## src/rtl/layer_seq_pkg.sv

```systemverilog
// Shared types for the layer sequencer: descriptor layout, FSM states, layer-count clamp.
// Optional bias phase is controlled by the LAYER_SEQ_BIAS_EN macro in layer_seq.sv.
package layer_seq_pkg;

    localparam int DESC_W = 110;

    // MSB is a spare bit that pads the record to DESC_W; it is stored but never decoded.
    typedef struct packed {
        logic        spare;
        logic        wload;
        logic        backprop;
        logic        enbias;
        logic [11:0] ss;
        logic [3:0]  dd;
        logic [3:0]  id;
        logic [9:0]  is;
        logic [4:0]  ih;
        logic [4:0]  iw;
        logic [11:0] ds;
        logic [3:0]  od;
        logic [9:0]  os;
        logic [4:0]  oh;
        logic [4:0]  ow;
        logic [9:0]  fs;
        logic [9:0]  ks;
        logic [4:0]  kh;
        logic [4:0]  kw;
    } desc_t;

    typedef enum logic [2:0] {
        S_IDLE  = 3'd0,
        S_FETCH = 3'd1,
        S_WLOAD = 3'd2,
        S_BLOAD = 3'd3,
        S_RUN   = 3'd4,
        S_GAP   = 3'd5
    } state_t;

    function automatic logic [4:0] clamp_layers(input logic [4:0] n, input logic [4:0] cap);
        return (n > cap) ? cap : n;
    endfunction

endpackage

```

## src/rtl/layer_desc_ram.sv

```systemverilog
// Descriptor table: one write port and one registered read port.
// On a same-cycle write and read of one entry the read returns the previous contents.
module layer_desc_ram
    import layer_seq_pkg::*;
#(
    parameter int N_LAYER = 8
) (
    input  logic                       i_clk,
    input  logic                       i_we,
    input  logic [$clog2(N_LAYER)-1:0] i_waddr,
    input  desc_t                      i_wdata,
    input  logic                       i_re,
    input  logic [$clog2(N_LAYER)-1:0] i_raddr,
    output desc_t                      o_rdata
);

    desc_t r_mem [N_LAYER];
    desc_t r_rdata;

    always_ff @(posedge i_clk) begin
        if (i_we) begin
            r_mem[i_waddr] <= i_wdata;
        end
        if (i_re) begin
            r_rdata <= r_mem[i_raddr];
        end
    end

    assign o_rdata = r_rdata;

endmodule

```

## src/rtl/layer_seq.sv

```systemverilog
// Multi-layer sequencer driving the accelerator's wwrite/bwrite/run strobes and geometry.
// Define LAYER_SEQ_BIAS_EN to include the bias-load phase and the enbias output.
module layer_seq
    import layer_seq_pkg::*;
#(
    parameter int N_LAYER = 8
) (
    input  logic                       i_clk,
    input  logic                       i_rst,
    input  logic                       i_desc_we,
    input  logic [$clog2(N_LAYER)-1:0] i_desc_addr,
    input  desc_t                      i_desc_data,
    input  logic                       i_start,
    input  logic [4:0]                 i_n_layer,
    input  logic                       i_abort,
    input  logic                       i_src_valid,
    input  logic                       i_src_ready,
    input  logic                       i_src_last,
    input  logic                       i_dst_valid,
    input  logic                       i_dst_ready,
    input  logic                       i_dst_last,
    output logic                       o_run,
    output logic                       o_wwrite,
    output logic                       o_bwrite,
    output logic                       o_backprop,
    output logic                       o_enbias,
    output logic [11:0]                o_ss,
    output logic [3:0]                 o_dd,
    output logic [3:0]                 o_id,
    output logic [9:0]                 o_is,
    output logic [4:0]                 o_ih,
    output logic [4:0]                 o_iw,
    output logic [11:0]                o_ds,
    output logic [3:0]                 o_od,
    output logic [9:0]                 o_os,
    output logic [4:0]                 o_oh,
    output logic [4:0]                 o_ow,
    output logic [9:0]                 o_fs,
    output logic [9:0]                 o_ks,
    output logic [4:0]                 o_kh,
    output logic [4:0]                 o_kw,
    output logic                       o_busy,
    output logic                       o_done,
    output logic [3:0]                 o_layer_idx
);

    localparam int AW = $clog2(N_LAYER);

    state_t      r_state, w_state_nxt;
    logic [3:0]  r_idx, w_idx_nxt;
    logic [4:0]  r_n_eff;
    logic        r_done, w_done_nxt;
    logic        w_rd_en;
    desc_t       r_desc;
    desc_t       w_ram_q;
    desc_t       w_fetch;
    logic [4:0]  w_n_req;
    logic        w_src_end, w_dst_end, w_last_layer;

    layer_desc_ram #(.N_LAYER(N_LAYER)) u_ram (
        .i_clk   (i_clk),
        .i_we    (i_desc_we),
        .i_waddr (i_desc_addr),
        .i_wdata (i_desc_data),
        .i_re    (w_rd_en),
        .i_raddr (w_idx_nxt[AW-1:0]),
        .o_rdata (w_ram_q)
    );

    assign w_n_req      = clamp_layers(i_n_layer, 5'(N_LAYER));
    assign w_src_end    = i_src_valid & i_src_ready & i_src_last;
    assign w_dst_end    = i_dst_valid & i_dst_ready & i_dst_last;
    assign w_last_layer = ({1'b0, r_idx} == (r_n_eff - 5'd1));

    always_comb begin
        w_fetch = w_ram_q;
`ifndef LAYER_SEQ_BIAS_EN
        w_fetch.enbias = 1'b0;
`endif
    end

    // The RAM is read in the cycle that enters FETCH so FETCH can decode the descriptor.
    always_comb begin
        w_state_nxt = r_state;
        w_idx_nxt   = r_idx;
        w_done_nxt  = 1'b0;
        w_rd_en     = 1'b0;
        o_wwrite    = 1'b0;
        o_bwrite    = 1'b0;
        o_run       = 1'b0;
        o_busy      = (r_state != S_IDLE);
        unique case (r_state)
            S_IDLE: begin
                if (i_start) begin
                    w_idx_nxt = 4'd0;
                    if (w_n_req == 5'd0) begin
                        w_done_nxt = 1'b1;
                    end else begin
                        w_state_nxt = S_FETCH;
                        w_rd_en     = 1'b1;
                    end
                end
            end
            S_FETCH: begin
                if (w_fetch.wload)       w_state_nxt = S_WLOAD;
                else if (w_fetch.enbias) w_state_nxt = S_BLOAD;
                else                     w_state_nxt = S_RUN;
            end
            S_WLOAD: begin
                o_wwrite = 1'b1;
                if (w_src_end) begin
                    w_state_nxt = r_desc.enbias ? S_BLOAD : S_RUN;
                end
            end
`ifdef LAYER_SEQ_BIAS_EN
            S_BLOAD: begin
                o_bwrite = 1'b1;
                if (w_src_end) begin
                    w_state_nxt = S_RUN;
                end
            end
`endif
            S_RUN: begin
                o_run = 1'b1;
                if (w_dst_end) begin
                    w_state_nxt = S_GAP;
                end
            end
            S_GAP: begin
                if (w_last_layer) begin
                    w_state_nxt = S_IDLE;
                    w_done_nxt  = 1'b1;
                end else begin
                    w_idx_nxt   = r_idx + 4'd1;
                    w_state_nxt = S_FETCH;
                    w_rd_en     = 1'b1;
                end
            end
            default: w_state_nxt = S_IDLE;
        endcase
        if (i_abort) begin
            w_state_nxt = S_IDLE;
            w_idx_nxt   = r_idx;
            w_done_nxt  = 1'b0;
            w_rd_en     = 1'b0;
        end
    end

    always_ff @(posedge i_clk or posedge i_rst) begin
        if (i_rst) begin
            r_state <= S_IDLE;
            r_idx   <= 4'd0;
            r_n_eff <= 5'd0;
            r_done  <= 1'b0;
        end else begin
            r_state <= w_state_nxt;
            r_idx   <= w_idx_nxt;
            r_done  <= w_done_nxt;
            if (r_state == S_IDLE && i_start && !i_abort) begin
                r_n_eff <= w_n_req;
            end
        end
    end

    // Geometry is captured at the end of FETCH and held until the next FETCH.
    always_ff @(posedge i_clk or posedge i_rst) begin
        if (i_rst) begin
            r_desc <= '0;
        end else if (r_state == S_FETCH && !i_abort) begin
            r_desc <= w_fetch;
        end
    end

    assign o_backprop  = r_desc.backprop;
    assign o_enbias    = r_desc.enbias;
    assign o_ss        = r_desc.ss;
    assign o_dd        = r_desc.dd;
    assign o_id        = r_desc.id;
    assign o_is        = r_desc.is;
    assign o_ih        = r_desc.ih;
    assign o_iw        = r_desc.iw;
    assign o_ds        = r_desc.ds;
    assign o_od        = r_desc.od;
    assign o_os        = r_desc.os;
    assign o_oh        = r_desc.oh;
    assign o_ow        = r_desc.ow;
    assign o_fs        = r_desc.fs;
    assign o_ks        = r_desc.ks;
    assign o_kh        = r_desc.kh;
    assign o_kw        = r_desc.kw;
    assign o_done      = r_done;
    assign o_layer_idx = r_idx;

endmodule
```

## config.mk

```make
export PLATFORM = sky130hd
export DESIGN_NAME = layer_seq
export DESIGN_NICKNAME = d
export VERILOG_FILES = /design/src/rtl/layer_seq_pkg.sv /design/src/rtl/layer_desc_ram.sv /design/src/rtl/layer_seq.sv
export SDC_FILE = /design/constraint.sdc
export NUM_CORES = 2
export LEC_CHECK = 0
export CORE_MARGIN = 2
export CORE_UTILIZATION = 55
export DETAILED_ROUTE_END_ITERATION = 10
export HOLD_SLACK_MARGIN = 0.08
export PLACE_DENSITY_LB_ADDON = 0.15
export SYNTH_ARGS = -nofsm -noshare
export SYNTH_HDL_FRONTEND = slang
export SYNTH_SLANG_ARGS = --single-unit
```

## constraint.sdc

```tcl
create_clock -name i_clk -period 10.97 [get_ports i_clk]
set_clock_uncertainty 0.2 [all_clocks]
set_input_delay 2.194 -clock i_clk [delete_from_list [all_inputs] [get_ports i_clk]]
set_output_delay 2.194 -clock i_clk [all_outputs]
set_load 0.01 [all_outputs]
```

==> summary.md <==
| Metric | Value |
|---|---|
| Most common library cell in the layout ignoring fill and taps | edfxtp_1 |
| End point of the critical path | u_ram.o_rdata[47]$_DFFE_PP_ |
| Root Buffer | clkbuf_16 |
| Maximum fanout count along the critical path | 150 |
| Share of synthesized area occupied by flip-flops and latches | 76.4% |
| Gates resized, CTS repair | 0 |
| Core footprint | 0.0759 sq mm |
| Power density over the cells | 230 mW/mm^2 |
| Number of detailed-routing iterations run before antenna repair | 5 |
| Most used cells in the layout excluding fill and tap cells | edfxtp_1, mux2i_1, nand3_1 |
| Top FF cell, synth | edfxtp_1 |
| X dimension of the die | 281 microns |
| Initial cell density of the core | 55.5% |
| Summed negative setup slack over all endpoints | 0 ns |
| Count of pins on the block boundary | 246 |
| # DRC | 0 |
| Run status | finished, final reports clean |
| Dpl cell area | 0.0454 sq mm |
| Fmax achieved | 169 MHz |
| Number of warning messages in the yosys log | 0 |
| Fin crit period | 5.91 ns |
| Residual overflow from global routing | 0 |
| Synthesized cell area | 0.0422 sq mm |
| Wire length per cell | 24.2 microns |
| Placer's final routability congestion estimate | 0.762 |
| Max-capacitance violation count | 0 |
| Design Area, Final | 0.0491 sq mm |
| Area leader, netlist | edfxtp_1 |
| Number of storage elements in the synthesis netlist | 1092 |
| Data required time of the critical path | 11.17 ns |
| Number of synthesized flops with an enable pin | 972 |
| Antenna violations before repair | 12 |
| CP startpoint | i_abort |
| Endpoint of the worst register-to-register path | u_ram.o_rdata[47]$_DFFE_PP_ |
| Clock sink count | 1092 |
| Clock latency on the worst-skew pair | 0.66 ns |
| Fill cell total of the finished layout | 5240 |
| Static leakage | 0.0155 uW |
| Leading post-synthesis cells by cell area | edfxtp_1, mux2i_1, dfrtp_1 |
| Number of buffers inserted by hold repair at cts | 0 |
| Vias after detailed routing | 22000 |
| Worst Tran Pin Value | 1.38 ns |
| CTS clock-pin slew for the worst setup and hold paths | 0.06 ns |
| Layout cells sized above 1 | 11.6% |
| Number of distinct library cells after synthesis | 45 |
| Crit path arrival time | 6.11 ns |
| Total track usage | 23.3% |
| Row count | 101 |
| Share of the cycle needed by the critical path after routing | 53.9% |
| Total wirelength of the detailed-routed design | 91.7 mm |
| Post-CTS setup-driven buffer insertion count | 0 |
| Pins over their slew limit | 0 |
| Non-filler cells in the finished layout | 3782 |
| Largest net degree at the start of global routing | 175 |
| Antenna viol nets, final | 0 |
| Number of DRC markers after the initial detailed-route iteration | 1619 |
| Gate count after technology mapping | 2422 |
| Total die area | 0.0789 sq mm |
| R2r setup slk | 6.10 ns |
| Via density per instance | 5.81 |
| Avg Inst Size Synth | 17.4 sq um |
| Critical R2R Launch | r_n_eff[0]$_DFFE_PP0P_ |
| Port bufs | 241 |
| Number of levels the H-tree was split into | 3 |
| Unrepaired setup endpoints after global routing | no |
| Maximum vdd ir drop | 0.182 mV |
| Via count of the first global-routing pass | 22400 |
| CTS buffer count | 108 |
| Path type of the worst min-delay path | flip-flop to flip-flop |
| DPL Wire Length | 42.5 mm |
| Slew Limit Headroom | 7.89% |
| Depth of the worst register-to-register path | 11 |
| Share of Yosys cell area claimed by the top area cell type | 69.2% |
| Crit. End Element | flip-flop |
| Post-layout util | 64.7% |
| First-pass GRT wire length | 136 mm |
| Hold Violations, Final | 0 |
| Critical path start-end classification | primary input to flip-flop |
| Overall power | 11300 uW |
| CTS tree | done |
| Layout overhead on the synthesized area | 16.5% |
| Setup violation total in the final timing report | 0 |
| Worst setup SP type | primary input |
| Floorplan die height | 281 microns |
| Nets@finish | 2786 |
| CTS Buffer Depth | 3 |
| Post-placement cell count | 3575 |
| Share of synthesized registers carrying an async set or reset | 11.0% |
[state kept, by name, indices dropped and copies added, names as in the netlist, 4 cells and up]
name and flops:
r_n_eff 5, o_ks 10, o_iw 5, o_id 4, o_ss 12, o_od 4
o_os 10, o_ds 12, o_kw 5, o_is 10, o_layer_idx 4, o_fs 10
u_ram.o_rdata 108, o_ow 5, u_ram.r_mem 864, o_kh 5, o_oh 5, o_dd 4
o_ih 5
[per-stage QoR]
stage | setup WS (ns) | hold WS [ns]
4_1_cts | 5.20 | 0.274
2_1_floorplan | 0.389 | 0.252
3_3_place_gp | 4.60 | 0.258
6_report | 5.06 | 0.275
3_5_place_dp | 4.52 | 0.263
5_1_grt | 4.95 | 0.284
[critical path, cell delays in order]
cell and delay [ns]:
clkdlybuf4s50_1 0.79, a211o_1 0.26, a221o_4 0.37, buf_12 0.58
buf_4 0.82, mux2i_1 0.27, nand3_1 0.10, and4_1 0.26
[report_power, final]
group	total [uW]	leakage, uW	internal [uW]	switching, uW
clock	3750	0.00181	2250	1490
sequential	5210	0.0103	5010	199
combinational	2350	0.00341	1200	1150
[cell usage after synthesis (2+ instances only)]
cell type	instances
edfxtp_1	972
mux2i_1	432
nand3_1	330
dfrtp_1	120
nand2_1	119
and4_1	108
mux2_2	108
clkbuf_1	68
buf_6	32
buf_2	23
nor2_1	18
buf_1	15
buf_4	9
nor3_1	8
inv_1	7
o21ai_0	6
a21oi_1	4
nand2b_1	4
xnor2_1	4
nand3b_1	3
nor2b_1	3
a21o_1	2
a32oi_1	2
and2_1	2
ha_1	2
or3_1	2
[cell type report]
class / instances / area, sq um / share of cell area (%)
flip-flops and latches: 1092 / 32200 / 65.6
multi-input cells: 1175 / 9160 / 18.6
clock buffers: 153 / 3070 / 6.26
repair buffers: 269 / 2750 / 5.60
well taps: 1030 / 1290 / 2.62
clock inverters: 52 / 598 / 1.22
inverters: 9 / 43.8 / 0.0892
diodes: 2 / 5.00 / 0.0102
[worst min path at each step]
stage                                       startpoint                     end  slack (ns)  depth (start not counted)
after CTS                  u_ram.o_rdata[18]$_DFFE_PP_     o_ks[8]$_DFFE_PP0P_        0.27                          1
after global routing       u_ram.o_rdata[16]$_DFFE_PP_     o_ks[6]$_DFFE_PP0P_        0.28                          1
after global placement     u_ram.o_rdata[54]$_DFFE_PP_     o_ds[0]$_DFFE_PP0P_        0.26                          1
after floorplan           u_ram.o_rdata[108]$_DFFE_PP_  r_state[1]$_DFFE_PP0P_        0.25                          2
final                      u_ram.o_rdata[68]$_DFFE_PP_     o_iw[2]$_DFFE_PP0P_        0.27                          1
after detailed placement   u_ram.o_rdata[18]$_DFFE_PP_     o_ks[8]$_DFFE_PP0P_        0.26                          1
[cell families (layout without fill, tap and decap cells)]
group	count (synthesis)	in the layout	synth area share, %
DFF	1092	1092	76.4
and+or+nand+nor	602	602	7.79
muxes	540	540	13.1
buffers and inverters	156	483	2.12
AOI/OAI and AO/OA	24	24	0.410
xor gates and xnor gates	5	5	0.104
adders and majority gates	2	2	0.0594
other	1	4	0.00890
[routing by layer]
metal	GRT usage, %	wire [microns]	vias up
met1	30.3	38200	11400
met2	40.5	46500	568
met5	0	127	-
met4	5.96	1690	20
li1	-	-	9896
met3	4.47	5140	133
Power figures use the tool's default switching activity.
